<file path="config.mk">
export PLATFORM = sky130hd
export DESIGN_NAME = state_log_arbiter
export DESIGN_NICKNAME = d
export VERILOG_FILES = /design/src/rtl/state_log_pkg.sv /design/src/rtl/state_log_arbiter_rr.sv /design/src/rtl/state_log_arbiter.sv
export SDC_FILE = /design/constraint.sdc
export NUM_CORES = 1
export LEC_CHECK = 0
export CAP_MARGIN = 20
export CORE_ASPECT_RATIO = 0.8
export CORE_MARGIN = 2
export CORE_UTILIZATION = 45
export CTS_CLUSTER_SIZE = 24
export DETAILED_ROUTE_END_ITERATION = 6
export PLACE_DENSITY_LB_ADDON = 0.12
export SYNTH_ARGS = -nofsm -noshare
export SYNTH_HDL_FRONTEND = slang
export SYNTH_HIERARCHICAL = 1
export SYNTH_SLANG_ARGS = --single-unit
</file>
<file path="constraint.sdc">
create_clock -name iClk -period 4.4 [get_ports iClk]
set_input_delay 0.66 -clock iClk [delete_from_list [all_inputs] [get_ports iClk]]
set_output_delay 0.66 -clock iClk [all_outputs]
set_load 0.005 [all_outputs]
</file>
<file path="src/rtl/state_log_pkg.sv">
// Shared sizing and log-entry format for the debug-state history logger.
package state_log_pkg;

  localparam int unsigned NUM_SRC = 4;
  localparam int unsigned DEPTH   = 16;
  localparam int unsigned STATE_W = 16;
  localparam int unsigned SRC_W   = $clog2(NUM_SRC);
  localparam int unsigned CNT_W   = $clog2(DEPTH) + 1;
  localparam int unsigned LOST_W  = 8;

  typedef struct packed {
    logic [SRC_W-1:0]   src_id;
    logic [STATE_W-1:0] state;
  } log_entry_t;

endpackage

</file>
<file path="src/rtl/state_log_arbiter_rr.sv">
// Round-robin grant: picks the first requester at or above i_ptr, wrapping.
module rr_arbiter #(
  parameter int unsigned N = 4
) (
  input  logic [N-1:0]         i_req,
  input  logic [$clog2(N)-1:0] i_ptr,
  output logic [N-1:0]         o_gnt_c,
  output logic [$clog2(N)-1:0] o_gnt_idx_c,
  output logic                 o_gnt_vld_c
);

  localparam int unsigned IW = $clog2(N);

  logic [IW-1:0] w_idx;
  logic          w_found;

  always_comb begin
    o_gnt_c     = '0;
    o_gnt_idx_c = '0;
    o_gnt_vld_c = 1'b0;
    w_idx       = '0;
    w_found     = 1'b0;
    for (int unsigned i = 0; i < N; i++) begin
      w_idx = IW'((32'(i_ptr) + i) % N);
      if (!w_found && i_req[w_idx]) begin
        w_found        = 1'b1;
        o_gnt_c[w_idx] = 1'b1;
        o_gnt_idx_c    = w_idx;
        o_gnt_vld_c    = 1'b1;
      end
    end
  end

endmodule

</file>
<file path="src/rtl/state_log_arbiter.sv">
// Captures per-source debug-state transitions and funnels them through a
// round-robin arbiter into one shared history FIFO drained by the host.
module state_log_arbiter #(
  parameter int unsigned NUM_SRC = state_log_pkg::NUM_SRC,
  parameter int unsigned DEPTH   = state_log_pkg::DEPTH
) (
  input  logic                          iClk,
  input  logic                          iRst_n,
  input  logic                          iClear,
  input  logic [16*NUM_SRC-1:0]         iDbgSt,
  input  logic                          iRdReq,
  output logic [16+$clog2(NUM_SRC)-1:0] oRdData,
  output logic                          oRdValid,
  output logic                          oEmpty,
  output logic                          oFull,
  output logic [$clog2(DEPTH):0]        oCount,
  output logic [7:0]                    oLostCnt
);

  import state_log_pkg::*;

  localparam int unsigned SW       = $clog2(NUM_SRC);
  localparam int unsigned AW       = $clog2(DEPTH);
  localparam int unsigned CW       = AW + 1;
  localparam int unsigned EW       = STATE_W + SW;
  localparam int unsigned LOST_MAX = 255;

  logic [STATE_W-1:0] r_last     [NUM_SRC];
  logic [STATE_W-1:0] r_pend_val [NUM_SRC];
  logic [NUM_SRC-1:0] r_pending;
  logic [SW-1:0]      r_ptr;
  logic [EW-1:0]      r_mem      [DEPTH];
  logic [AW-1:0]      r_wr_ptr;
  logic [AW-1:0]      r_rd_ptr;

  logic [NUM_SRC-1:0] w_changed;
  logic [NUM_SRC-1:0] w_req;
  logic [NUM_SRC-1:0] w_gnt;
  logic [NUM_SRC-1:0] w_lost;
  logic [SW-1:0]      w_gnt_idx;
  logic               w_gnt_vld;
  logic               w_wr;
  logic               w_rd;
  logic               w_clr;
  logic [CW-1:0]      w_count_nxt;
  logic [8:0]         w_lost_sum;

  // Reset and clear share one path: both resample the inputs as the new baseline.
  assign w_clr = !iRst_n || iClear;

  always_comb begin
    w_changed = '0;
    for (int unsigned k = 0; k < NUM_SRC; k++) begin
      w_changed[k] = iDbgSt[k*STATE_W +: STATE_W] != r_last[k];
    end
  end

  // No grant while full, so pending values stay parked in their slots.
  assign w_req = oFull ? '0 : r_pending;

  rr_arbiter #(
    .N (NUM_SRC)
  ) u_rr_arbiter (
    .i_req       (w_req),
    .i_ptr       (r_ptr),
    .o_gnt_c     (w_gnt),
    .o_gnt_idx_c (w_gnt_idx),
    .o_gnt_vld_c (w_gnt_vld)
  );

  assign w_wr   = w_gnt_vld;
  assign w_rd   = iRdReq && !oEmpty;
  assign w_lost = w_changed & r_pending & ~w_gnt;

  always_comb begin
    w_lost_sum = {1'b0, oLostCnt};
    for (int unsigned k = 0; k < NUM_SRC; k++) begin
      w_lost_sum = w_lost_sum + 9'(w_lost[k]);
    end
  end

  always_comb begin
    w_count_nxt = oCount;
    case ({w_wr, w_rd})
      2'b10:   w_count_nxt = oCount + CW'(1);
      2'b01:   w_count_nxt = oCount - CW'(1);
      default: w_count_nxt = oCount;
    endcase
  end

  // A change in the grant cycle re-arms pending with the newer value.
  always_ff @(posedge iClk) begin
    if (w_clr) begin
      for (int unsigned k = 0; k < NUM_SRC; k++) begin
        r_last[k]     <= iDbgSt[k*STATE_W +: STATE_W];
        r_pend_val[k] <= '0;
      end
      r_pending <= '0;
    end else begin
      for (int unsigned k = 0; k < NUM_SRC; k++) begin
        if (w_changed[k]) begin
          r_last[k]     <= iDbgSt[k*STATE_W +: STATE_W];
          r_pend_val[k] <= iDbgSt[k*STATE_W +: STATE_W];
        end
      end
      r_pending <= w_changed | (r_pending & ~w_gnt);
    end
  end

  always_ff @(posedge iClk) begin
    if (w_clr) begin
      r_ptr    <= '0;
      oLostCnt <= '0;
    end else begin
      if (w_gnt_vld) begin
        r_ptr <= (w_gnt_idx == SW'(NUM_SRC - 1)) ? '0 : w_gnt_idx + SW'(1);
      end
      oLostCnt <= (w_lost_sum > 9'(LOST_MAX)) ? 8'hFF : w_lost_sum[7:0];
    end
  end

  always_ff @(posedge iClk) begin
    if (w_clr) begin
      r_wr_ptr <= '0;
      r_rd_ptr <= '0;
      oCount   <= '0;
      oEmpty   <= 1'b1;
      oFull    <= 1'b0;
      oRdValid <= 1'b0;
      oRdData  <= '0;
    end else begin
      if (w_wr) r_wr_ptr <= r_wr_ptr + AW'(1);
      if (w_rd) begin
        r_rd_ptr <= r_rd_ptr + AW'(1);
        oRdData  <= r_mem[r_rd_ptr];
      end
      oCount   <= w_count_nxt;
      oEmpty   <= w_count_nxt == '0;
      oFull    <= w_count_nxt == CW'(DEPTH);
      oRdValid <= w_rd;
    end
  end

  always_ff @(posedge iClk) begin
    if (w_wr && !w_clr) begin
      r_mem[r_wr_ptr] <= {w_gnt_idx, r_pend_val[w_gnt_idx]};
    end
  end

endmodule

</file>
# Word level (Yosys, flattened, before mapping)
# Memories as Yosys holds them, arrays and structs flattened. A register that Yosys moved wholly into a read port is not among the register bits.
# Index checks and enable logic that the tools add are counted.
# word_totals
ff_bits,30
output_inout_bits,34
mem_bits_rw,416
memories,3
inputBits,68
elab_cells,130
# classes
n_reduce_logical,17
magnitude_cmp,9
bitwise,16
muxes,56
n_addsub,12
eq_ne,8
# mem_list
memory,words,width,rd,rd_ports_with_merged_regs,wr,line_no,source
r_mem,16,18,1,1,1,state_log_arbiter.sv:32,logic [EW-1:0] r_mem [DEPTH];
r_last,4,16,4,0,4,state_log_arbiter.sv:28,logic [STATE_W-1:0] r_last [NUM_SRC];
r_pend_val,4,16,1,0,4,state_log_arbiter.sv:29,logic [STATE_W-1:0] r_pend_val [NUM_SRC];
# op_table
operator,n
16-bit two-way mux,8
16-bit inequality test,4
1-bit two-way mux,28
9-bit by 1-bit adder with 9-bit output,3
4-bit two-way mux,5
4-bit OR,4
4-bit AND,3
"2-bit by 3-bit less-than comparator with 1-bit output, second input constant",4
2-bit two-way mux,5
5-bit one-hot mux with 2 select lines,1
8-bit by 1-bit adder with 9-bit output,1
"9-bit by 8-bit greater-than comparator with 1-bit output, second input constant",1
1-bit logical AND,9
"4-bit by 1-bit adder with 4-bit output, second input constant",2
1-bit binary-select mux with 2-bit select,4
1-bit demux with 2-bit select,4
"2-bit by 1-bit greater-or-equal comparator with 1-bit output, second input constant",4
8-bit two-way mux,1
1-bit OR,8
1-bit zero test,6
"5-bit by 1-bit adder with 5-bit output, second input constant",1
"5-bit == test, second input constant",1
5-bit zero test,1
"5-bit by 1-bit subtractor with 5-bit output, second input constant",1
6 further kinds,9

# Longest topological paths before layout
# depth
ltp_word,21
mapped_depth,19
mapped_depth_nobuf,17

# By module
# The synthesis kept the hierarchy.
# modules_own_cells
mod,cells_per_inst,area_per_inst_um2,seq_area_each_um2,n_inst
state_log_arbiter,957,18290.0,13452.9,1
rr_arbiter,45,419.2,0.0,1

# Least setup slack after synthesis
# OpenSTA, ideal clock, no wires.
# synth_path
kind,register to register
startpoint,reg r_ptr[0]
endpoint,reg oLostCnt[0]
setup_ns,0.132
arrival_ns,4.150
stages_incl_launch_ff,19
slack_ns,0.118
t_required_ns,4.268
n_path_buf,2
synth_period_minus_slack_ns,4.282
path_cell_list,dfxtp_1 -> buf_6 -> inv_1 -> ha_1 -> mux4_2 -> buf_6 -> and2b_2 -> a22oi_1 -> o21ai_0 -> nand2b_1 -> or2_2 -> fa_1 -> inv_1 -> fa_1 -> fa_1 -> and3_1 -> and3_1 -> nand3_1 -> a21oi_1
# synth_via
elab_cells_between_ends,55
cone_classes,add/sub: 7; order compare: 9; mux: 24; bitwise: 5; reduce/logical: 10
# synth_rtl
element,line_no,source
from (decl),state_log_arbiter.sv:31,logic [SW-1:0] r_ptr;
from (signal assigned),state_log_arbiter.sv:116,r_ptr <= (w_gnt_idx == SW'(NUM_SRC - 1)) ? '0 : w_gnt_idx + SW'(1);
branches (longest 11 deep; another with 2-bit by 3-bit less-than comparator with 1-bit output),--,
4-bit two-way mux (*),state_log_arbiter_rr.sv:25,if (!w_found && i_req[w_idx]) begin
net w_gnt[2],state_log_arbiter.sv:38,logic [NUM_SRC-1:0] w_gnt;
4-bit inverter (*),state_log_arbiter.sv:73,assign w_lost = w_changed & r_pending & ~w_gnt;
4-bit AND (*),state_log_arbiter.sv:73,
9-bit by 1-bit adder with 9-bit output (*) (2 in a row),state_log_arbiter.sv:78,w_lost_sum = w_lost_sum + 9'(w_lost[k]);
9-bit by 8-bit greater-than comparator with 1-bit output,state_log_arbiter.sv:118,oLostCnt <= (w_lost_sum > 9'(LOST_MAX)) ? 8'hFF : w_lost_sum[7:0];
8-bit two-way mux (*),state_log_arbiter.sv:118,
to (signal assigned),state_log_arbiter.sv:118,
to (decl),state_log_arbiter.sv:17,output logic [7:0] oLostCnt
# Mark *: on every way through the listed nets, which the timed path passes. The select of a mux whose other input is x is not followed.
# A chain may end at the register's enable or synchronous reset.

# Worst setup path after layout
# layout_path
startpoint,reg oFull
endpoint,reg oLostCnt[0]
# layout_via
elab_chain_len,21
elab_cells_between_ends,33
cone_classes,add/sub: 4; order compare: 1; mux: 17; bitwise: 5; reduce/logical: 6
# layout_rtl
element,line_no,source
from (decl),state_log_arbiter.sv:15,"output logic oFull,"
from (signal assigned),state_log_arbiter.sv:139,oFull <= w_count_nxt == CW'(DEPTH);
4-bit two-way mux (*),state_log_arbiter.sv:59,assign w_req = oFull ? '0 : r_pending;
net w_req[2],state_log_arbiter.sv:37,logic [NUM_SRC-1:0] w_req;
1-bit binary-select mux with 2-bit select,state_log_arbiter_rr.sv:25,
1-bit two-way mux (not written as such),state_log_arbiter_rr.sv:25,
1-bit two-way mux,state_log_arbiter_rr.sv:25,
1-bit zero test,state_log_arbiter_rr.sv:25,
1-bit logical AND,state_log_arbiter_rr.sv:25,
1-bit two-way mux,state_log_arbiter_rr.sv:25,
(+5 left out),--,
4-bit two-way mux (*),state_log_arbiter_rr.sv:25,
net w_gnt[0],state_log_arbiter.sv:38,
4-bit inverter (*),state_log_arbiter.sv:73,
4-bit AND (*),state_log_arbiter.sv:73,
8-bit by 1-bit adder with 9-bit output (*),state_log_arbiter.sv:78,
9-bit by 1-bit adder with 9-bit output (*) (3 in a row),state_log_arbiter.sv:78,
9-bit by 8-bit greater-than comparator with 1-bit output,state_log_arbiter.sv:118,
8-bit two-way mux (*),state_log_arbiter.sv:118,
# The timed path passes the listed nets; every way through them passes the cells marked *. The select of a mux whose other input is x is not followed.

==> impl_metrics.yaml <==
yosys:
  ys_top_cells_by_area: "edfxtp_1, mux4_2, dfxtp_1, xnor2_1, and2_1"
  synth_area_per_cell_um2: 18.67
  yosysTopAreaCellShare_pct: 66.77
  synth_seq_cells: 464
  yosysSeqAreaShare_pct: 71.91
  synth.most_common_cell: "edfxtp_1"
  synth_nets: 1090
  async_flop_share_pct: 0
  synthFlopType: "edfxtp_1"
  yosysTopAreaCell: "edfxtp_1"
  synth_edf_count: 416
  syn_area_um2: 18710
  synthDistinctLibCells: 45
  yosysWarnings: 6
  synth_cells: 1002
  yosys-top-cells-count: "edfxtp_1, mux4_2, and2_1"
routing:
  drtPass1Iterations: 4
  viasPerCell: 5.479
  postRouteAntennaNets: 0
  vias: 9484
  drc: 0
  routedWlPerCell_um: 23.29
  dr.first_iter.drc_count: 627
  drt-total-wl_um: 40310
place:
  placed_cell_area_um2: 20570
  dp.cells: 1650
  place_congestion: 0.8202
  place_hpwl_um: 25360
  dp_slack_ns: -0.04646
  io_buffers: 101
cells_and_area:
  multi_input_area_um2: 5020
  fin_nets: 1241
  area_delta_synth_final_pct: 18.26
  stdcell_count: 1731
  n_antenna_cell: 0
  final_layout_size_suffix_gt1_share_pct: 19.97
  fin_area_um2: 22130
  fill_cells: 3219
  ff_latch_area_um2: 13460
pwr:
  seqPwrFrac_pct: 49.9
  p_switching_uw: 2378
  ir_worst_vdd_uv: 322.3
  p_per_area_nw_per_um2: 470.2
  power.share.switching_pct: 22.86
  cellInternalPower_uw: 8026
  p_clk_share_pct: 38.4
  p_leak_uw: 0.007395
  pwr-share-comb_pct: 11.6
setup_path:
  end_kind: "flop"
  rr_endpoint: "oLostCnt[0]"
  worst-r2r-setup-slack_ns: 0.23
  r2r_cells: 15
  r2r-start: "oFull"
  critical_path.max_fanout: 6
  crit_required_ns: 4.82
  crit_arrival_ns: 4.59
  critical_path_class: "flop to flop"
  critPathLaunchType: "flop"
floorplan:
  row_count: 66
  design.die.area_um2: 43230
  fp.coreArea_um2: 40790
  fp.dieW_um: 232.0
  start_util_pct: 45.86
  io_pins: 102
  die_y_um: 186.4
min_path:
  min_path_cells: 1
  hold_path_class: "flop to flop"
  hold_path_end: "oRdData[5]"
  holdCritStartpoint: "oRdData[5]"
cts:
  clockBufferDepth: 3
  clk_pin_slew_ns: 0.06
  root_buffer: "clkbuf_16"
  htreeDepth: 2
  post-cts-setup-buffers: 0
  cts_tree: "built"
  cts_sinks: 464
  cts_buffers: 45
  ctsHoldBuffers: 0
  worstSkewPairLatency_ns: 0.56
run_status:
  status: "complete, no violations"
global_route:
  grt-ovfl-total: 0
  grt_pass1_wl_um: 60970
  gr-usage-all-layers_pct: 19.00
  grt_pass1_vias: 9656
  grt_max_degree: 35
  antenna_found_initial: 0
sta:
  fmax_mhz: 239.9
  maxSlewHeadroom_pct: 32.17
  grt_setup_unrepaired: "no"
  tns_ns: 0
  hold_violations: 0
  hold_ws_ns: 0.4899
  skew_ns: 0.01989
  setup_viol: 0
  setup_ws_ns: 0.2320
  fin_crit_ns: 4.168
  max_slew.worst_pin.slew_ns: 1.017
  period_share_pct: 94.73
  slew_viol_final: 0
flow_run:
  maxCapViolations: 0
==> sequential cells by signal, summed over array words and instances, names as in the netlist, 2 cells and up <==
register	flops
r_mem	288
r_last	64
r_pend_val	64
oCount	5
oLostCnt	8
r_rd_ptr	4
oRdData	18
r_wr_ptr	4
r_pending	4
r_ptr	2
==> final cells by class <==
class,instances,share of cell area (%)
clock inverters,18,1.125
multi-input cells,480,22.69
flip-flops and latches,464,60.84
inverters,17,0.2884
clock buffers,63,5.808
well taps,544,3.076
repair buffers,145,6.175
==> power groups by stage <==
stage	Combinational, uW	Sequential (uW)	Clock [uW]
floorplan	754	5280	0
global placement	1190	5290	0
detailed placement	1210	5290	0
CTS	1220	5200	4070
global route	1330	5210	4270
finish	1210	5200	4000
==> metal layers <==
layer  vias up  wire length [um]  track usage, %
met3        43              1875           2.919
met1      4942             18540           27.77
li1       4262                 -               -
met4         0               601           4.093
met2       237             19290           30.40
met5         -                 0               0
==> worst max-delay path by stage <==
stage,cells past startpoint,slack (ns),endpoint,start
2_1_floorplan,18,0.12,oLostCnt[0],r_ptr[0]
3_3_place_gp,16,0.1,oLostCnt[0],r_ptr[0]
3_5_place_dp,17,-0.05,oLostCnt[0],r_ptr[0]
4_1_cts,17,0.008,oLostCnt[0],r_ptr[0]
5_1_grt,17,0.02,oLostCnt[6],r_ptr[1]
6_report,15,0.23,oLostCnt[0],oFull
==> timing repair <==
item                       in CTS  in global routing
hold endpoints to repair        0                  0
gates resized for setup         1                  6
pin swaps                       0                  0
setup endpoints to repair       6                  7
==> cells in the final DEF, fill, tap and decap left out, drive strengths merged, types with 10 or more instances in the layout <==
| cell | count |
|---|---|
| nand2b | 10 |
| xnor2 | 73 |
| nand2 | 12 |
| edfxtp | 416 |
| ha | 16 |
| nand4 | 18 |
| inv | 16 |
| nor2 | 35 |
| mux4 | 92 |
| a21oi | 19 |
| clkinv | 12 |
| and2 | 80 |
| dfxtp | 48 |
| a22o | 17 |
| clkdlybuf4s50 | 101 |
| a221o | 18 |
| buf | 44 |
| clkbuf | 63 |
| mux2 | 21 |
==> per-stage QoR <==
stage / power (uW) / util (%)
final: 10400 / 54.24
after global routing: 10800 / 54.24
after CTS: 10490 / 54.20
after detailed placement: 6504 / 50.43
after global placement: 6480 / 50.43
after floorplan: 6031 / -
==> logic make-up (layout without fill, tap and decap cells) <==
| family | after synthesis | in the layout | synth area share, % |
|---|---|---|---|
| flip-flops | 464 | 464 | 71.91 |
| AND/OR/NAND/NOR | 188 | 188 | 5.738 |
| multiplexers | 118 | 118 | 12.65 |
| XOR/XNOR | 78 | 78 | 3.651 |
| AO/OA/AOI/OAI | 76 | 76 | 3.096 |
| buffers and inverters | 58 | 243 | 1.465 |
| adder cells (fa/ha/maj) | 20 | 20 | 1.498 |
==> worst max-delay path, stage by stage (launching register included) <==
cell,delay (ns)
dfxtp_1,0.41
nor2b_1,0.13
mux4_1,0.52
and2b_2,0.25
a22oi_1,0.16
o21ai_0,0.11
nand2b_1,0.17
or2_2,0.29
fa_1,0.49
inv_1,0.06
fa_1,0.46
fa_2,0.38
and3_1,0.18
and3_1,0.22
nand3_2,0.13
a21oi_1,0.08
(Power assumes the default switching activity.)
